[config.mk]
export PLATFORM = sky130hd
export DESIGN_NAME = fru_filter_config_loader
export DESIGN_NICKNAME = d
export VERILOG_FILES = /design/src/rtl/fru_filter_config_loader.sv
export SDC_FILE = /design/constraint.sdc
export NUM_CORES = 1
export LEC_CHECK = 0
export CAP_MARGIN = 20
export CORE_MARGIN = 8
export CORE_UTILIZATION = 49
export CTS_BUF_LIST = sky130_fd_sc_hd__clkbuf_8 sky130_fd_sc_hd__clkbuf_16
export CTS_CLUSTER_SIZE = 10
export DETAILED_ROUTE_END_ITERATION = 7
export PLACE_DENSITY = 0.84
export SETUP_SLACK_MARGIN = 0.15
export SLEW_MARGIN = 20
export SYNTH_ARGS = -nofsm -noshare
export SYNTH_HDL_FRONTEND = slang
export SYNTH_SLANG_ARGS = --single-unit
[constraint.sdc]
create_clock -name clk -period 1.46 [get_ports clk]
set_input_delay 0.438 -clock clk [delete_from_list [all_inputs] [get_ports clk]]
set_output_delay 0.438 -clock clk [all_outputs]
set_load 0.01 [all_outputs]
[src/rtl/fru_filter_config_loader.sv]
// Bit-serial patch loader for the FRU filter BypassEn/RegConst vectors.
// Ports: clk, rst_n, cfg_valid/cfg_data/cfg_ready beat, cfg_abort, cfg_clear, cfg_busy, cfg_done, BypassEn, RegConst.
module fru_filter_config_loader #(
  parameter int FILTER_SIZE = 10
) (
  input  logic                   clk,
  input  logic                   rst_n,
  input  logic                   cfg_valid,
  input  logic                   cfg_data,
  output logic                   cfg_ready,
  input  logic                   cfg_abort,
  input  logic                   cfg_clear,
  output logic                   cfg_busy,
  output logic                   cfg_done,
  output logic [FILTER_SIZE-1:0] BypassEn,
  output logic [FILTER_SIZE-1:0] RegConst
);

  localparam int FL = 2 * FILTER_SIZE;
  localparam int CW = $clog2(FL);

  typedef enum logic [1:0] {
    IDLE   = 2'd0,
    SHIFT  = 2'd1,
    COMMIT = 2'd2
  } state_t;

  state_t state, state_nx;

  logic [CW-1:0]          cnt;
  logic [FILTER_SIZE-1:0] byp_sh;
  logic [FILTER_SIZE-1:0] rc_sh;
  logic                   accept;
  logic                   last;
  logic                   drop;

  assign cfg_ready = (state != COMMIT);
  assign cfg_busy  = (state != IDLE);
  assign accept    = cfg_valid && cfg_ready;
  assign last      = (cnt == CW'(FL - 1));
  // abort only counts outside COMMIT; there it is ignored
  assign drop      = cfg_abort && cfg_ready;

  always_ff @(posedge clk or negedge rst_n) begin
    if (!rst_n) begin
      state <= IDLE;
    end else begin
      state <= state_nx;
    end
  end

  always_comb begin
    state_nx = state;
    unique case (state)
      IDLE: begin
        if (!drop && accept) begin
          state_nx = last ? COMMIT : SHIFT;
        end
      end
      SHIFT: begin
        if (drop) begin
          state_nx = IDLE;
        end else if (accept && last) begin
          state_nx = COMMIT;
        end
      end
      COMMIT: state_nx = IDLE;
      default: state_nx = IDLE;
    endcase
  end

  always_ff @(posedge clk or negedge rst_n) begin
    if (!rst_n) begin
      cnt    <= '0;
      byp_sh <= '0;
      rc_sh  <= '0;
    end else if (state == COMMIT || drop) begin
      cnt    <= '0;
      byp_sh <= '0;
      rc_sh  <= '0;
    end else if (accept) begin
      cnt <= cnt + 1'b1;
      for (int i = 0; i < FILTER_SIZE; i++) begin
        if (cnt == CW'(i)) begin
          byp_sh[i] <= cfg_data;
        end
        if (cnt == CW'(i + FILTER_SIZE)) begin
          rc_sh[i] <= cfg_data;
        end
      end
    end
  end

  always_ff @(posedge clk or negedge rst_n) begin
    if (!rst_n) begin
      BypassEn <= '0;
      RegConst <= '0;
      cfg_done <= 1'b0;
    end else begin
      cfg_done <= (state == COMMIT);
      if (state == COMMIT) begin
        BypassEn <= byp_sh;
        RegConst <= rc_sh;
      end
      // clear overrides a same-cycle commit for BypassEn only
      if (cfg_clear) begin
        BypassEn <= '0;
      end
    end
  end

endmodule

==> run summary, run 1 <==
Status = finished, violations left
Failing checks = setup timing
Total global-route track usage = 14.06%
Ports = 29
Top_reg_cell synth = dfrtp_1
Gr busiest metal = met2
Power, Total = 2552 µW
Post-Syn Area = 2187 µm²
WP data arrival = 1100 ps
Startpoint Class = register
Clock Pin Slew Worst Setup and Hold Paths = 90 ps
CTS max path bufs = 2
CP Max Fanout = 2
# setup viols final = 3
Synthesized area per cell = 9.896 µm²
Total via count in the routed design = 1767
Max VDD drop = 0.0006889 V
Post-DP HPWL = 3026 µm
Synth unique cells = 28
Initial antenna violation count = 0
Area grow syn2layout = 33.87%
Final weighted congestion in routability-driven placement = 0.8462
Port Buf Inserts = 28
H-tree levels = 2
Clock latency on the worst-skew pair = 310 ps
GR Layer Usage met1 = 16.29%
Share of post-route cells with drive strength above 1 = 31.50%
Worst reg2reg path endpoint = rc_sh[3]
DP Area = 2600 µm²
Core area = 4324 µm²
Ys async rst share = 100.0%
Initial drt markers = 145
Reg2Reg Depth = 7
Post-synthesis sequential area ratio = 54.92%
Syn. warnings = 0
Final instance area = 2928 µm²
Critical path type = reg2out
Post-Route WL = 5406 µm
Leakage = 0.001543 µW
Initial core utilization = 50.58%
Clock Skews = 10.83 ps
Hold slack = 97.53 ps
Clock Sinks = 48
FF+latch count, synth = 48
Seq. cell area = 1204 µm²
Met2 global-route usage = 23.83%
Max_cap viols = 0
TritonCTS clock tree = yes
Drt pass-1 iters = 4
ANT nets after route = 0
Setup crit end kind = output port
Die W = 82.81 µm
Core Util, Final = 67.71%
R2R Setup Slk = -30 ps
Syn Nets = 232
CP top delay family = flip-flops
Setup crit start = state[1]
Synthesized instance count = 221
Fmax = 0.6502 GHz
Period utilization = 105.3%
Die area = 6858 µm²
Gr ovfl total = 0
Die span in y = 82.81 µm
Slowest stage delay, CP = 410 ps
Num CTS Buffers = 5
Met3 Usage GRT = 3.711%
Critical Path RT = 1020 ps
Number of fill cells = 343
Root buffer cell = clkbuf_8
Area contributors post-synth = dfrtp_1 (55%), nand2_1 (12%), mux2i_1 (9.2%)
Worst hold path class = in2async
Yosys top cell by area = dfrtp_1
NumNets Final = 283
WP buf/inv = 1
Hold Fails Final Rpt = 0
Via density = 5.437
Period minus WS final = 1538 ps
Vias in the first global route = 1782
Footprint of the multi-input gates = 994.7 µm²
EDFF count, synth = 0
Diode count = 0
First-pass GRT wire length = 8162 µm
R2R Path Start = state[1]
RSZ-0062 raised after global routing = true
DRC Markers = 0
CP Cell Sequence = or2_4, buf_6
Commonest non-fill, non-tap cell in the layout = nand2_1
Pin count of the biggest net entering global routing = 49
Crit-path slowest cell = dfrtp_1
Commonest non-fill, non-tap cells in the layout = nand2_1 (69), dfrtp_1 (46), buf_2 (22)
Power per Cell Area = 871.6 nW/µm²
Slew margin rel. = 67.58%
Worst slew pin tran = 484.8 ps
Wire per inst = 16.63 µm
Final worst slack = -77.93 ps
Hold_buf cts = 0
Fin. max-slew vios = 0
Synth top area share = 54.92%
Row count = 24
where the power goes:
group	total [µW]	internal, µW	switching, µW
Clock	952	502	450
Sequential	1360	1340	20.2
Combinational	236	108	128
metrics by stage:
stage,setup WS (ps),cells,TNS (ps)
2_1_floorplan,195.3,221,0
3_3_place_gp,-209.9,297,-3760
3_5_place_dp,-274.3,297,-4472
4_1_cts,-57.74,316,-70.78
5_1_grt,-98.54,325,-294.0
6_report,-77.93,325,-142.2
sequential cells by signal, indices dropped and copies added, names as in the netlist:
signal	flops
cnt	5
rc_sh	10
state	2
RegConst	10
byp_sh	10
cfg_done	1
BypassEn	10
layer usage:
metal	share of wire (%)	wire (µm)
met5	0	0
met4	1.9	105
met3	5.3	286
met2	50	2717
met1	42	2296
cell families after synthesis:
family / share of synthesized area, %
XOR/XNOR: 1.202
adder cells (fa/ha/maj): 2.860
buffers and inverters: 3.718
multiplexers: 9.153
flip-flops: 54.92
AND/OR/NAND/NOR: 24.03
AO/OA/AOI/OAI: 4.119
final cells by class:
class                   count  share of cell area [%]
clock buffers               5                   2.350
repair buffers             57                   18.21
clock inverters             3                   1.325
multi-input cells         155                   33.97
well taps                  52                   2.222
inverters                   5                  0.8120
flip-flops and latches     48                   41.11
synth_stat cells (2+ instances only):
| cell type | number |
|---|---|
| ha_1 | 5 |
| nand2_1 | 72 |
| nand3_1 | 20 |
| and3_1 | 2 |
| xor2_1 | 2 |
| nor2b_1 | 4 |
| dfrtp_1 | 48 |
| buf_2 | 10 |
| inv_1 | 4 |
| nor2_1 | 6 |
| a21oi_1 | 11 |
| mux2i_1 | 20 |
| and3b_1 | 2 |
worst reg2reg max path, cell delays in order, from the launching register on:
cell and delay, ps:
dfrtp_1 410, buf_4 160, nand2b_4 70, buf_6 110
buf_12 140, nand3_4 150, clkbuf_16 200, mux2i_1 160
what timing repair did:
item	in CTS	in global routing
buffers inserted	11	4
resized for setup	110	13
endpoints found under the hold margin	0	0
pin swaps	1	7
cloned	0	5
setup endpoints to repair	57	24
how the worst max path moves through the flow:
stage / endpoint / cells past startpoint
after floorplan: cfg_ready / 3
after global placement: state[0] / 4
after detailed placement: byp_sh[2] / 4
after CTS: cfg_busy / 2
after global routing: cfg_busy / 2
final: cfg_busy / 2
No activity file was read; power rests on OpenSTA's default activity.
==> run 2, diff against run 1 <==
--- a/config.mk
+++ b/config.mk
@@ -8,7 +8,6 @@
 export CAP_MARGIN = 20
 export CORE_MARGIN = 8
 export CORE_UTILIZATION = 49
-export CTS_BUF_LIST = sky130_fd_sc_hd__clkbuf_8 sky130_fd_sc_hd__clkbuf_16
 export CTS_CLUSTER_SIZE = 10
 export DETAILED_ROUTE_END_ITERATION = 7
 export PLACE_DENSITY = 0.84
==> run 2 against run 1 <==
Effect of this change: first-iteration DRC count down 2.8%; critical path type unchanged; highest routed layer unchanged; the run still ends with setup timing left; core utilization unchanged; wire length up 0.28%.
==> run summary, run 2 (synthesis results as in run 1) <==
WP data arrival = 1100 ps (about the same)
RSZ-0062 raised after global routing = true (unchanged)
First-pass GRT wire length = 8162 µm (unchanged)
Clock latency on the worst-skew pair = 310 ps (about the same)
Die span in y = 82.81 µm (unchanged)
Critical Path RT = 1020 ps (about the same)
CP Cell Sequence = or2_4, buf_6 (unchanged)
# setup viols final = 3 (unchanged)
Fmax = 0.6502 GHz (about the same)
Failing checks = setup timing (unchanged)
Ports = 29 (unchanged)
H-tree levels = 2 (unchanged)
Crit-path slowest cell = dfrtp_1 (unchanged)
WP buf/inv = 1 (unchanged)
Via density = 5.446 (was 5.437)
Core area = 4324 µm² (unchanged)
Total via count in the routed design = 1770 (was 1767)
Wire per inst = 16.68 µm (was 16.63 µm)
Critical path type = reg2out (unchanged)
Post-Route WL = 5421 µm (was 5406 µm)
Worst reg2reg path endpoint = rc_sh[3] (unchanged)
Root buffer cell = clkbuf_8 (unchanged)
Diode count = 0 (unchanged)
Clock Skews = 10.39 ps (was 10.83 ps)
Die W = 82.81 µm (unchanged)
ANT nets after route = 0 (unchanged)
Power, Total = 2558 µW (was 2552 µW)
Setup crit start = state[1] (unchanged)
Period utilization = 105.3% (about the same)
CP Max Fanout = 2 (unchanged)
Vias in the first global route = 1782 (unchanged)
Max VDD drop = 0.0006890 V (was 0.0006889 V)
Final worst slack = -78.06 ps (was -77.93 ps)
Period minus WS final = 1538 ps (about the same)
Worst slew pin tran = 484.6 ps (was 484.8 ps)
R2R Setup Slk = -30 ps (about the same)
Slew margin rel. = 67.59% (was 67.58%)
Share of post-route cells with drive strength above 1 = 31.50% (unchanged)
Port Buf Inserts = 28 (unchanged)
Status = finished, violations left (unchanged)
Gr ovfl total = 0 (unchanged)
Leakage = 0.001539 µW (was 0.001543 µW)
CP top delay family = flip-flops (unchanged)
Commonest non-fill, non-tap cells in the layout = nand2_1 (69), dfrtp_1 (46), buf_2 (22) (unchanged)
Power per Cell Area = 873.6 nW/µm² (was 871.6 nW/µm²)
Row count = 24 (unchanged)
Die area = 6858 µm² (unchanged)
Fin. max-slew vios = 0 (unchanged)
Worst hold path class = in2async (unchanged)
Initial core utilization = 50.58% (unchanged)
Hold Fails Final Rpt = 0 (unchanged)
Commonest non-fill, non-tap cell in the layout = nand2_1 (unchanged)
Hold slack = 97.98 ps (was 97.53 ps)
NumNets Final = 283 (unchanged)
Initial drt markers = 141 (was 145)
Area grow syn2layout = 33.87% (unchanged)
Num CTS Buffers = 5 (unchanged)
Slowest stage delay, CP = 410 ps (about the same)
TritonCTS clock tree = yes (unchanged)
Setup crit end kind = output port (unchanged)
CTS max path bufs = 2 (unchanged)
Post-DP HPWL = 3026 µm (unchanged)
Clock Pin Slew Worst Setup and Hold Paths = 90 ps (about the same)
DRC Markers = 0 (unchanged)
Pin count of the biggest net entering global routing = 49 (unchanged)
Clock Sinks = 48 (unchanged)
Final weighted congestion in routability-driven placement = 0.8462 (unchanged)
R2R Path Start = state[1] (unchanged)
Drt pass-1 iters = 4 (unchanged)
Reg2Reg Depth = 7 (unchanged)
Startpoint Class = register (unchanged)
Total global-route track usage = 14.06% (unchanged)
Max_cap viols = 0 (unchanged)
Initial antenna violation count = 0 (unchanged)
-- run 2: timing repair --
item                                   CTS  global route
endpoints found under the hold margin    0             0
buffers inserted                        11             4
gates cloned                             0             5
gates resized for setup                110            13
hold buffers                             0             0
pin swaps                                1             7
setup endpoints to repair               57            24
-- run 2: worst reg2reg max path, delay by kind of cell, from the launching register on --
family | cells | cell delay [ps]
buffers and inverters | 4 | 610
DFF | 1 | 410
muxes | 1 | 160
and+or+nand+nor | 2 | 220
-- run 2: report_power, final --
| part | switching, µW | total [µW] | internal (µW) | leakage, µW |
|---|---|---|---|---|
| Sequential | 20.1 | 1360 | 1340 | 0.000663 |
| Combinational | 129 | 236 | 108 | 0.000820 |
| Clock | 448 | 957 | 509 | 0.0000552 |
-- run 2: through the flow --
| step | setup TNS, ps | setup WS, ps | std cells | instance area [µm²] | util, % |
|---|---|---|---|---|---|
| 2_1_floorplan | 0 | 195.3 | 221 | 2217 | - |
| 3_3_place_gp | -3760 | -209.9 | 297 | 2600 | 60.13 |
| 3_5_place_dp | -4472 | -274.3 | 297 | 2600 | 60.13 |
| 4_1_cts | -70.78 | -57.74 | 316 | 2739 | 63.34 |
| 5_1_grt | -295.3 | -98.54 | 325 | 2928 | 67.71 |
| 6_report | -142.5 | -78.06 | 325 | 2928 | 67.71 |
-- run 2: how the worst max path moves through the flow --
stage                      to  slack, ps  cells after the start
floorplan           cfg_ready        200                      3
global placement     state[0]       -210                      4
detailed placement  byp_sh[2]       -270                      4
CTS                  cfg_busy        -60                      2
global route         cfg_busy       -100                      2
finish               cfg_busy        -80                      2
-- run 2: area by class of cell --
class	instances	area, µm²
clock buffers	6	72.57
clock inverters	2	35.03
fillers	343	1396
inverters	5	23.77
multi-input cells	155	994.7
flip-flops and latches	48	1204
well taps	52	65.06
repair buffers	57	533.0
-- run 2: per-layer routing --
metal  share of wire, %  up-vias  track usage, %  wire length, µm
met3                5.1       12           3.711              275
met4                1.9        0           5.911              105
met2                 50       39           23.83             2713
met5                  0        -               0                0
li1                   -      830               -                -
met1                 43      889           16.29             2326
